**src/rtl/heartbeat_gen_pkg.sv**
```systemverilog
// Shared definitions for heartbeat_gen: FSM state encoding, prescaler divide ratio
// and the counter width helper.
package heartbeat_gen_pkg;

    typedef enum logic [2:0] {
        ST_IDLE    = 3'd0,
        ST_ARM     = 3'd1,
        ST_WAIT    = 3'd2,
        ST_PULSE   = 3'd3,
        ST_RECOVER = 3'd4,
        ST_FAULT   = 3'd5
    } hb_state_e;

    localparam int BEAT_W = 16;
    localparam int MISS_W = 4;

    function automatic int calc_div(input int clk_hz, input int tick_hz);
        return clk_hz / tick_hz;
    endfunction

    // Bits needed to hold values 0..max_val, never less than one.
    function automatic int cnt_width(input int max_val);
        return (max_val < 2) ? 1 : $clog2(max_val + 1);
    endfunction

endpackage

```
**src/rtl/heartbeat_gen_tick_prescaler.sv**
```systemverilog
// Free-running divide-by-DIV prescaler for heartbeat_gen; emits a one-cycle tick
// on the last count of each period while run is high.
module hb_tick_prescaler
    import heartbeat_gen_pkg::*;
#(
    parameter int DIV = 10
) (
    input  logic clk,
    input  logic rst_n,
    input  logic run,
    input  logic clear,
    output logic tick
);

    localparam int CW = cnt_width(DIV - 1);
    localparam logic [CW-1:0] LAST = CW'(DIV - 1);

    logic [CW-1:0] cnt_q, cnt_d;

    always_comb begin
        // NOTE: every combinational output gets a default first so no path leaves it unassigned (no latch).
        cnt_d = cnt_q;
        if (clear) begin
            cnt_d = '0;
        end else if (run) begin
            cnt_d = (cnt_q == LAST) ? '0 : cnt_q + CW'(1);
        end
    end

    always_ff @(posedge clk or negedge rst_n) begin
        // NOTE: state registers use non-blocking assignment so every flop samples pre-edge values.
        if (!rst_n) cnt_q <= '0;
        else        cnt_q <= cnt_d;
    end

    assign tick = run && (cnt_q == LAST);

endmodule

```
**src/rtl/heartbeat_gen.sv**
```systemverilog
// Periodic heartbeat source with watchdog enable, timeout retry and sticky fault.
// Define HEARTBEAT_STATS_EN to expose beat/miss counters on o_beat_count/o_miss_count.
module heartbeat_gen
    import heartbeat_gen_pkg::*;
#(
    parameter int CLK_FREQ_HZ = 100_000_000,
    parameter int TICK_HZ     = 1500,
    parameter int PERIOD_W    = 12,
    parameter int PULSE_TICKS = 2,
    parameter int MAX_RETRY   = 3
) (
    input  logic                i_clk,
    input  logic                i_rst_n,
    input  logic                i_en,
    input  logic [PERIOD_W-1:0] i_period,
    input  logic                i_timeout_evt,
    output logic                o_heartbeat,
    output logic                o_timer_en,
    output logic                o_busy,
    output logic                o_fault,
    output logic [BEAT_W-1:0]   o_beat_count,
    output logic [MISS_W-1:0]   o_miss_count
);

    localparam int DIV     = calc_div(CLK_FREQ_HZ, TICK_HZ);
    localparam int PULSE_W = cnt_width(PULSE_TICKS);

    hb_state_e           state_q, state_d;
    logic [PERIOD_W-1:0] period_q, period_d;
    logic [PULSE_W-1:0]  pulse_q, pulse_d;
    logic [MISS_W-1:0]   miss_q, miss_d;
    logic                heartbeat_q, timer_en_q, busy_q, fault_q;

    logic                tick;
    logic                enter_recover;
    logic [PERIOD_W-1:0] eff_period;
    logic [MISS_W-1:0]   miss_inc;

    assign eff_period    = (i_period == '0) ? PERIOD_W'(1) : i_period;
    assign miss_inc      = (miss_q == '1) ? miss_q : miss_q + MISS_W'(1);
    assign enter_recover = i_en && i_timeout_evt &&
                           (state_q == ST_WAIT || state_q == ST_PULSE);

    // Restarting the prescaler on RECOVER entry makes the recovery gap exactly one tick.
    hb_tick_prescaler #(.DIV(DIV)) u_prescaler (
        .clk   (i_clk),
        .rst_n (i_rst_n),
        .run   (state_q != ST_IDLE),
        .clear (state_q == ST_IDLE || state_q == ST_ARM || enter_recover),
        .tick  (tick)
    );

    always_comb begin
        state_d  = state_q;
        period_d = period_q;
        pulse_d  = pulse_q;
        miss_d   = miss_q;
        if (!i_en) begin
            state_d = ST_IDLE;
            miss_d  = '0;
        end else begin
            case (state_q)
                ST_IDLE: state_d = ST_ARM;
                ST_ARM: begin
                    state_d  = ST_WAIT;
                    period_d = eff_period;
                end
                ST_WAIT: begin
                    if (i_timeout_evt) begin
                        state_d = ST_RECOVER;
                        miss_d  = miss_inc;
                    end else if (tick) begin
                        if (period_q == PERIOD_W'(1)) begin
                            state_d = ST_PULSE;
                            pulse_d = PULSE_W'(PULSE_TICKS);
                        end else begin
                            period_d = period_q - PERIOD_W'(1);
                        end
                    end
                end
                ST_PULSE: begin
                    if (i_timeout_evt) begin
                        state_d = ST_RECOVER;
                        miss_d  = miss_inc;
                    end else if (tick) begin
                        if (pulse_q == PULSE_W'(1)) begin
                            state_d  = ST_WAIT;
                            miss_d   = '0;
                            period_d = eff_period;
                        end else begin
                            pulse_d = pulse_q - PULSE_W'(1);
                        end
                    end
                end
                ST_RECOVER: begin
                    if (tick) state_d = (int'(miss_q) < MAX_RETRY) ? ST_ARM : ST_FAULT;
                end
                ST_FAULT: state_d = ST_FAULT;
                default:  state_d = ST_IDLE;
            endcase
        end
    end

    always_ff @(posedge i_clk or negedge i_rst_n) begin
        if (!i_rst_n) begin
            state_q     <= ST_IDLE;
            period_q    <= '0;
            pulse_q     <= '0;
            miss_q      <= '0;
            heartbeat_q <= 1'b0;
            timer_en_q  <= 1'b0;
            busy_q      <= 1'b0;
            fault_q     <= 1'b0;
        end else begin
            state_q     <= state_d;
            period_q    <= period_d;
            pulse_q     <= pulse_d;
            miss_q      <= miss_d;
            // Outputs follow the state being entered so they line up with it cycle for cycle.
            heartbeat_q <= (state_d == ST_PULSE);
            timer_en_q  <= (state_d == ST_WAIT || state_d == ST_PULSE);
            busy_q      <= (state_d != ST_IDLE);
            fault_q     <= (state_d == ST_FAULT);
        end
    end

    assign o_heartbeat = heartbeat_q;
    assign o_timer_en  = timer_en_q;
    assign o_busy      = busy_q;
    assign o_fault     = fault_q;

`ifdef HEARTBEAT_STATS_EN
    logic [BEAT_W-1:0] beat_q;
    logic              beat_done;

    assign beat_done = i_en && (state_q == ST_PULSE) && !i_timeout_evt && tick &&
                       (pulse_q == PULSE_W'(1));

    always_ff @(posedge i_clk or negedge i_rst_n) begin
        if (!i_rst_n)       beat_q <= '0;
        else if (beat_done) beat_q <= beat_q + BEAT_W'(1);
    end

    assign o_beat_count = beat_q;
    assign o_miss_count = miss_q;
`else
    assign o_beat_count = '0;
    assign o_miss_count = '0;
`endif

endmodule

```
**config.mk**
```make
export PLATFORM = sky130hd
export DESIGN_NAME = heartbeat_gen
export DESIGN_NICKNAME = d
export VERILOG_FILES = /design/src/rtl/heartbeat_gen_pkg.sv /design/src/rtl/heartbeat_gen_tick_prescaler.sv /design/src/rtl/heartbeat_gen.sv
export SDC_FILE = /design/constraint.sdc
export NUM_CORES = 1
export LEC_CHECK = 0
export ABC_CLOCK_PERIOD_IN_PS = 5400
export BUFFER_PORTS_ARGS = -buffer_cell sky130_fd_sc_hd__buf_2
export CORE_UTILIZATION = 54
export CTS_BUF_LIST = sky130_fd_sc_hd__clkbuf_4 sky130_fd_sc_hd__clkbuf_8 sky130_fd_sc_hd__clkbuf_16
export DETAILED_ROUTE_END_ITERATION = 6
export PLACE_DENSITY = 0.76
export SKIP_CTS_REPAIR_TIMING = 1
export SYNTH_ARGS = -nofsm -noshare
export SYNTH_HDL_FRONTEND = slang
export SYNTH_HIERARCHICAL = 1
export SYNTH_SLANG_ARGS = --single-unit
```
**constraint.sdc**
```tcl
create_clock -name i_clk -period 5.4 [get_ports i_clk]
set_input_delay 1.08 -clock i_clk [delete_from_list [all_inputs] [get_ports i_clk]]
set_output_delay 1.08 -clock i_clk [all_outputs]
set_load 0.02 [all_outputs]
```
Yosys cells after proc, flatten, opt, wreduce, memory -nomap -nowiden
Cells that the tools add are included.
- memory bits (read-only): 0
- output and inout bits: 24
- bits of input ports: 16
- flip-flop bits (word level): 42
- memories kept: 0
- latch bits: 0
- bits in writable memories: 0
- multiplexer cells: 35
- reduce and logical (&&, ||, !) cells: 17
- div/mod/pow operators: 0
- add/subtract/negate cells: 4
- multipliers: 0
- shifts and indexed selects: 0
- magnitude comparators: 1
- equal/unequal tests: 24
- bitwise operators: 0
- operators with widths (operator ; count):
    12-bit 2-to-1 mux ; 7
    17-bit 2-to-1 mux ; 3
    12-bit one-hot mux with 3 select lines ; 1
    3-bit 2-to-1 mux ; 9
    4-bit 2-to-1 mux ; 6
    3-bit one-hot mux with 6 select lines ; 1
    17-bit by 1-bit adder with 17-bit output (second input constant) ; 1
    17-bit == test (second input constant) ; 1
    8-bit AND reduction ; 2
    12-bit by 1-bit == test with 1-bit output (second input constant) ; 1
    3-bit by 2-bit == test with 1-bit output (second input constant) ; 4
    12-bit zero test ; 1
    2-bit 2-to-1 mux ; 6
    2-bit != test (second input constant) ; 6
    12-bit by 1-bit subtractor with 12-bit output (second input constant) ; 1
    3-bit == test (second input constant) ; 3
    3-bit nonzero test ; 3
    4-bit one-hot mux with 2 select lines ; 1
    4-bit by 1-bit adder with 4-bit output (second input constant) ; 1
    4-bit == test (second input constant) ; 1
    1-bit logical OR ; 4
    4-bit by 2-bit less-than comparator with 1-bit output (second input constant) ; 1
    2-bit by 1-bit != test with 1-bit output (second input constant) ; 2
    4-bit by 3-bit != test with 1-bit output (second input constant) ; 1
    other kinds (11) ; 14

Longest topological paths before layout
Gate-level depths: netlist (run 1).
- word-level depth: 8
- mapped depth: 12

By module
Netlist (run 1), hierarchy kept.
- by module, submodules not included (module ; area each (um^2) ; cells each ; sequential area each (um^2) ; times used):
    heartbeat_gen ; 1675.4 ; 198 ; 625.6 ; 1
    hb_tick_prescaler ; 1002.2 ; 104 ; 425.4 ; 1

Least setup slack after synthesis (run 1)
No wires, ideal clock.
- path type: register -> register
- start: register u_prescaler.cnt_q[1]
- end: register period_q[0]
- buffers on the path: 1
- clock period less this slack: 2.638 ns
- arrival time: 2.514 ns
- stages on the path, launching flop included: 11
- setup slack: 2.762 ns
- cell sequence: dfrtp_1 -> inv_1 -> ha_1 -> nor4bb_1 -> nand4_1 -> nor2_1 -> nand2_1 -> a211o_1 -> or3_1 -> buf_6 -> a211o_1
- longest elaborated chain between the ends: 4
- RTL lines (what ; RTL line ; text):
    from (decl) ; heartbeat_gen_tick_prescaler.sv:18 ; logic [CW-1:0] cnt_q, cnt_d;
    from (signal assigned) ; heartbeat_gen_tick_prescaler.sv:33 ; else cnt_q <= cnt_d;
    17-bit == test (*) ; heartbeat_gen_tick_prescaler.sv:36 ; assign tick = run && (cnt_q == LAST);
    1-bit logical AND (*) ; heartbeat_gen_tick_prescaler.sv:36 ;
    via tick ; heartbeat_gen.sv:34 ; logic tick;
    2-bit != test (no line) ; n/a ;
    8-bit AND reduction (no line) (*) ; n/a ;
    to (signal assigned) ; heartbeat_gen.sv:116 ; period_q <= period_d;
    to (decl) ; heartbeat_gen.sv:29 ; logic [PERIOD_W-1:0] period_q, period_d;
The timed path passes the listed nets; every way through them passes the cells marked *.
A chain may end at the register's enable or synchronous reset.

Worst setup path after layout (run 1)
- start: register u_prescaler.cnt_q[9]
- end: register period_q[0]
The elaborated chain is that of the path after synthesis.

==> impl_metrics.py, run 1 <==
metrics = {
    "status": {
        "status": "completed",
    },
    "synth": {
        "ys_ff_latch": 42,
        "yosys.area_share.simple_pct": 25.7,
        "synth_top_family_by_area": "simple AND/OR/NAND/NOR gates",
        "yosysSeqAreaShare_pct": 39.3,
        "ys_warn_count": 6,
        "async_flop_share_pct": 100,
        "yosys_most_used_dff": "dfrtp_1",
        "ys_types": 58,
        "syn_area_per_cell_um2": 8.87,
        "synth_xor_area_share_pct": 3.93,
        "netlist_area_um2": 2680,
        "synth-edff-count": 0,
        "synth_compound_area_share_pct": 18.4,
        "synthMuxAreaShare_pct": 0.374,
        "synthCells": 302,
        "yosys.area.top_type": "dfrtp_1",
        "yosys-top-cells-area": "dfrtp_1 39%, buf_4 6.2%, nor2_1 5.2%",
        "post_synth_fa_ha_maj_area_fraction_pct": 2.80,
        "synth_top_area_share_pct": 39.3,
    },
    "worst_setup_path": {
        "cp_num_cells": 8,
        "endpoint": "period_q[0]",
        "crit_chain": "nor4b_1, nand4_1, nor2_1, nand2_1, a211o_1, or3_1, nor3_1, a211o_1",
        "cp_max_fo": 18,
        "cp-end-kind": "register",
        "crit_type": "reg -> reg",
        "startpoint_type": "register",
        "r2r_start": "u_prescaler/cnt_q[9]",
        "worstReg2RegEnd": "period_q[0]",
        "cpMaxStageDelayCell": "or3_1",
        "ff2ff_path_depth": 8,
        "crit_buf_inv": 0,
        "arrival_ps": 3360,
        "cp_slowest_stage_delay_ps": 560,
        "path_delay_family": "simple AND/OR/NAND/NOR gates",
        "startpoint": "u_prescaler/cnt_q[9]",
        "r2r_slack_ps": 2270,
        "cp_data_required_time_ps": 5630,
        "crit_top_cell": "a211o_1",
    },
    "routing": {
        "drt_wl_total_um": 5260,
        "vias": 2199,
        "drt_pre_antenna_iters": 4,
        "postRouteAntennaNets": 0,
        "route.detailed.drc": 0,
        "drtIter0Drc": 194,
        "wl_per_cell_um": 13.8,
        "vias_per_cell": 5.77,
    },
    "grt": {
        "globalRouteOverflowTotal": 0,
        "grt_pass1_wl_um": 8980,
        "grt_pass1_vias": 1988,
        "grt_max_degree": 43,
        "antenna_found_initial": 0,
        "track_usage_pct": 22.2,
    },
    "sta": {
        "fmax_ghz": 0.320,
        "finalSetupViolations": 0,
        "slew_headroom_pct": 38.7,
        "hold_viol": 0,
        "final.setup.tns_ps": 0,
        "clock_skew_ps": 4.23,
        "worst_pin_slew_ps": 920,
        "min_period_ps": 3130,
        "slew_viol_final": 0,
        "whs_ps": 513,
        "rsz0062_at_grt": "no",
        "fin_crit_sh_pct": 57.9,
    },
    "clock_network": {
        "clock_sink_count": 42,
        "cts_tree": "done",
        "clock_path_buffers": 2,
        "h-tree-depth": 2,
        "clk_latency_ps": 290,
        "root_buffer": "clkbuf_8",
        "numCtsBuffers": 5,
        "clk_pin_slew_ps": 80,
    },
    "power_and_ir_drop": {
        "p_comb_share_pct": 25.9,
        "sw_frac_of_total_pct": 35.6,
        "switching_power_mw": 0.304,
        "power_frac_clock_pct": 23.4,
        "p_leak_nw": 1.15,
        "peakVddDrop_v": 0.000152,
        "p_int_mw": 0.550,
        "p_per_area_nw_per_um2": 306,
        "p_seq_share_pct": 50.6,
    },
    "placement": {
        "place_hpwl_um": 3780,
        "gp_congestion": 0.826,
        "portBuffers": 19,
        "placedCellCount": 375,
    },
    "final_layout": {
        "nNetsFinal": 337,
        "register_area_um2": 1050,
        "instances_no_fill": 381,
        "syn2layout_area_growth_pct": 4.25,
        "final.fill_count": 461,
        "multi_input_area_um2": 1450,
        "n_antenna_cell": 0,
        "drive_above_1_share_pct": 12.7,
    },
    "die": {
        "initial_core_util_pct": 56.3,
        "dieArea_um2": 5240,
        "ios": 40,
        "coreArea_um2": 4750,
        "die_height_um": 72.4,
        "die_w_um": 72.4,
        "rows": 25,
    },
    "min_path": {
        "hold_class": "reg -> reg",
    },
    "job": {
        "maxCapViolCount": 0,
    },
}
-- worst reg2reg max path, cell delays in order (launching register included) --
cell and delay, ps:
dfrtp_1 440, nor4b_1 510, nand4_1 260, nor2_1 380
nand2_1 170, a211o_1 300, or3_1 560, nor3_1 310
a211o_1 140
-- registers in the layout (all words and copies together), names as in the netlist --
name               flops
miss_q                 4
o_busy                 1
o_fault                1
o_heartbeat            1
o_timer_en             1
period_q              12
pulse_q                2
state_q                3
u_prescaler/cnt_q     17
-- per-stage QoR --
| stage | power, mW | util, % | setup slack, ps | area (um^2) |
|---|---|---|---|---|
| after global routing | 0.914 | 58.7 | 2000 | 2790 |
| after global placement | 0.648 | 57.0 | 2410 | 2710 |
| after detailed placement | 0.657 | 57.0 | 2270 | 2710 |
| final | 0.854 | 58.7 | 2270 | 2790 |
| after floorplan | 0.611 | - | 2760 | 2750 |
| after CTS | 0.859 | 58.7 | 2250 | 2790 |
-- area by class of cell --
type,instances,area share (%)
clock buffers,6,2.96
inverters,9,1.21
multi-input cells,238,51.8
flip-flops and latches,42,37.7
well taps,67,3.00
repair buffers,19,3.41
-- cells in the final DEF, fill, tap and decap left out, types with 6 or more instances in the layout --
cell type and count:
ha_1 6, nand2b_1 6, buf_2 19, xnor2_1 8, conb_1 20, clkbuf_8 6, nand2_1 18, a21oi_1 19
nor3_1 9, nand3_1 7, o21ai_0 21, a31oi_1 7, dfrtp_1 42, nor2_1 37, nor4_1 12, inv_1 9
-- cells in the mapped netlist (all sizes together) (2+ instances only) --
library cell	count
a41oi	2
nand2	18
a211o	2
o22ai	3
o21a	2
a31oi	7
inv	9
nor2	37
o21ai	22
nor2b	3
nand3	8
or4	3
nand4	6
xor2	4
buf	25
clkbuf	7
ha	6
o2bb2ai	4
nor3b	4
xnor2	8
nor4b	2
nor4	13
nand2b	6
and2	2
a21oi	19
a22oi	4
or3	4
dfrtp	42
nor3	10
o2111ai	2
-- power by group through the flow --
stage                     logic, mW  registers (mW)  clock network, mW
after floorplan               0.194           0.417                  0
after global placement        0.216           0.432                  0
after detailed placement      0.222           0.434                  0
after CTS                     0.223           0.429              0.207
after global routing          0.254           0.441              0.219
final                         0.222           0.432              0.200
-- cells by family (layout without fill, tap and decap cells) --
group           after synthesis  count (layout)
flops                        42              42
simple gates                123             123
xor+xnor                     12              12
mux                           1               1
compound gates               76              76
fa+ha+maj                     6               6
other cells                   1              20
buf+inv                      41              34
-- how the worst min path moves through the flow --
| stage | from | to | slack (ps) | cells past startpoint |
|---|---|---|---|---|
| after floorplan | pulse_q[0] | pulse_q[0] | 460 | 1 |
| after global routing | pulse_q[0] | pulse_q[0] | 530 | 1 |
| after global placement | pulse_q[0] | pulse_q[0] | 490 | 1 |
| after CTS | pulse_q[0] | pulse_q[0] | 520 | 1 |
| final | pulse_q[0] | pulse_q[0] | 510 | 1 |
| after detailed placement | pulse_q[1] | pulse_q[1] | 500 | 1 |
-- layer usage --
metal	share of wire, %	wire length [um]	GRT usage [%]	vias up
li1	-	-	-	1088
met1	49	2590	31.4	1042
met2	45	2360	33.9	61
met3	4.3	228	4.31	8
met4	1.5	80	8.71	0
met5	0	0	0	-
No activity file was read; power rests on OpenSTA's default activity.
==> run 2: changes to the inputs <==
--- a/config.mk
+++ b/config.mk
@@ -5,7 +5,8 @@
 export SDC_FILE = /design/constraint.sdc
 export NUM_CORES = 1
 export LEC_CHECK = 0
-export ABC_CLOCK_PERIOD_IN_PS = 5400
+export ABC_AREA = 1
+export ABC_CLOCK_PERIOD_IN_PS = 3000
 export BUFFER_PORTS_ARGS = -buffer_cell sky130_fd_sc_hd__buf_2
 export CORE_UTILIZATION = 54
 export CTS_BUF_LIST = sky130_fd_sc_hd__clkbuf_4 sky130_fd_sc_hd__clkbuf_8 sky130_fd_sc_hd__clkbuf_16
==> constraint.sdc (replaced) <==
create_clock -name i_clk -period 3 [get_ports i_clk]
set_input_delay 0.6 -clock i_clk [delete_from_list [all_inputs] [get_ports i_clk]]
set_output_delay 0.6 -clock i_clk [all_outputs]
set_load 0.02 [all_outputs]
==> impl_metrics.py, run 2 <==
metrics = {
    "status": {
        "status": "completed",
    },
    "routing": {
        "drt_wl_total_um": 5980,
        "vias": 2583,
        "vias_per_cell": 4.97,
        "drtIter0Drc": 114,
        "wl_per_cell_um": 11.5,
        "drt_pre_antenna_iters": 4,
        "postRouteAntennaNets": 0,
        "route.detailed.drc": 0,
    },
    "worst_setup_path": {
        "cpMaxStageDelayCell": "dfrtp_1",
        "r2r_start": "u_prescaler/cnt_q[8]",
        "cp_max_fo": 12,
        "cp_data_required_time_ps": 3200,
        "path_delay_family": "simple AND/OR/NAND/NOR gates",
        "startpoint": "u_prescaler/cnt_q[8]",
        "crit_buf_inv": 2,
        "cp_slowest_stage_delay_ps": 450,
        "crit_type": "reg -> reg",
        "crit_chain": "nor2_1, nand3_1, or2_2, nor4_1, buf_4, nand2_1, inv_1, o21ai_2, nor2_2, nand2_2, nand2_1, o21ai_2",
        "arrival_ps": 2400,
        "startpoint_type": "register",
        "cp-end-kind": "register",
    },
    "synth": {
        "netlist_area_um2": 2920,
        "yosys_most_used_dff": "dfrtp_1",
        "yosysSeqAreaShare_pct": 36.0,
        "yosys.area.top_type": "dfrtp_1",
        "ys_ff_latch": 42,
        "yosys-top-cells-area": "dfrtp_1 36%, nand2_1 13%, nor2_1 7.5%",
        "async_flop_share_pct": 100,
        "synthCells": 426,
        "synth-edff-count": 0,
        "ys_types": 32,
        "netlist_top_cells_count": "103 x nand2_1, 58 x nor2_1, 56 x inv_1, 43 x nand3_1, 42 x dfrtp_1",
        "syn_area_per_cell_um2": 6.86,
        "synth.most_common_cell": "nand2_1",
        "ys_warn_count": 6,
        "synth_top_area_share_pct": 36.0,
    },
    "die": {
        "coreArea_um2": 5170,
        "die_w_um": 75.5,
        "ios": 40,
        "dieArea_um2": 5710,
        "die_height_um": 75.5,
        "rows": 26,
        "initial_core_util_pct": 56.5,
    },
    "grt": {
        "globalRouteOverflowTotal": 0,
        "track_usage_pct": 23.2,
        "antenna_found_initial": 0,
        "grt_pass1_wl_um": 10200,
        "grt_pass1_vias": 2326,
        "grt_max_degree": 43,
    },
    "sta": {
        "whs_ps": 444,
        "worst_pin_slew_ps": 952,
        "min_period_ps": 2210,
        "fin_crit_sh_pct": 73.6,
        "slew_viol_final": 0,
        "fmax_ghz": 0.453,
        "layout_setup_ws_ps": 793,
        "slew_headroom_pct": 36.6,
        "hold_viol": 0,
        "finalSetupViolations": 0,
        "clock_skew_ps": 7.90,
        "rsz0062_at_grt": "no",
        "final.setup.tns_ps": 0,
    },
    "clock_network": {
        "clock_sink_count": 42,
        "clock_path_buffers": 2,
        "root_buffer": "clkbuf_8",
        "clk_pin_slew_ps": 90,
        "numCtsBuffers": 5,
        "h-tree-depth": 2,
        "cts_tree": "done",
        "clk_latency_ps": 300,
    },
    "final_layout": {
        "syn2layout_area_growth_pct": 6.21,
        "largest_reg_flops": 17,
        "final_common_cell": "nand2_1",
        "instances_no_fill": 520,
        "reg_top3": "u_prescaler/cnt_q (17), period_q (12), miss_q (4)",
        "nNetsFinal": 471,
        "regMostFlops": "u_prescaler/cnt_q",
        "drive_above_1_share_pct": 11.8,
        "mostFrequentLayoutCells": "103 x nand2_1, 58 x nor2_1, 56 x inv_1, 43 x nand3_1, 42 x dfrtp_1",
        "n_antenna_cell": 0,
    },
    "placement": {
        "place_hpwl_um": 4470,
        "gp_congestion": 0.944,
        "placedCellCount": 512,
        "pre_cts_ws_ps": 789,
        "portBuffers": 19,
    },
    "min_path": {
        "hold_class": "in -> async",
    },
    "power_and_ir_drop": {
        "p_per_area_nw_per_um2": 598,
        "peakVddDrop_v": 0.000409,
        "p_total_mw": 1.85,
        "p_leak_nw": 1.55,
    },
    "job": {
        "maxCapViolCount": 0,
    },
}
==> run 2: cell count changes in the layout (fill, tap and decap cells not counted), sizes merged, moves of 12 or more <==
cell,change
nor4,-12
nor2,+30
nand2,+88
inv,+49
nand3,+36
==> run 2: cells by family after synthesis <==
logic type | synth area share, %
and+or+nand+nor | 35.7
muxes | 0.686
xor gates and xnor gates | 1.80
other | 0.128
DFF | 36.0
AOI/OAI and AO/OA | 9.30
buffers and inverters | 13.8
adders and majority gates | 2.57
==> run 2: path summary, 6_finish.rpt <==
kind	depth (start not counted)	end	slack, ps
setup / recovery	12	period_q[3]	790
hold / removal	1	u_prescaler/cnt_q[6]	440
setup reg to reg	12	period_q[3]	790
hold reg to reg	2	pulse_q[1]	480
max in group asynchronous	1	period_q[11]	1970
min in group i_clk	2	pulse_q[1]	480
==> run 2: power breakdown <==
| group | total, mW | switching, mW | internal, mW |
|---|---|---|---|
| combinational | 0.673 | 0.459 | 0.214 |
| sequential | 0.785 | 0.109 | 0.675 |
| clock | 0.397 | 0.202 | 0.195 |
| total | 1.85 | 0.770 | 1.08 |
==> run 2: final cells by class <==
class	count	area, um^2
Clock buffer	7	90.1
Fill cell	480	2070
Tap cell	70	87.6
Multi-Input combinational cell	320	1540
Sequential cell	42	1050
Timing Repair Buffer	21	110
Clock inverter	1	5.00
Inverter	59	221
==> run 2: metrics by stage <==
stage / instance area (um^2) / utilization (%)
2_1_floorplan: 2990 / -
3_3_place_gp: 3010 / 58.1
6_report: 3100 / 60.0
4_1_cts: 3100 / 60.0
3_5_place_dp: 3010 / 58.1
5_1_grt: 3100 / 60.0
==> run 2: metal layers <==
layer	vias to the layer above	wire (um)	share of wire, %	global-route usage (%)
met3	7	250	4.2	3.57
met4	0	67	1.1	7.00
met2	56	2830	47	38.0
met1	1163	2830	47	31.9
li1	1357	-	-	-
met5	-	0	0	0
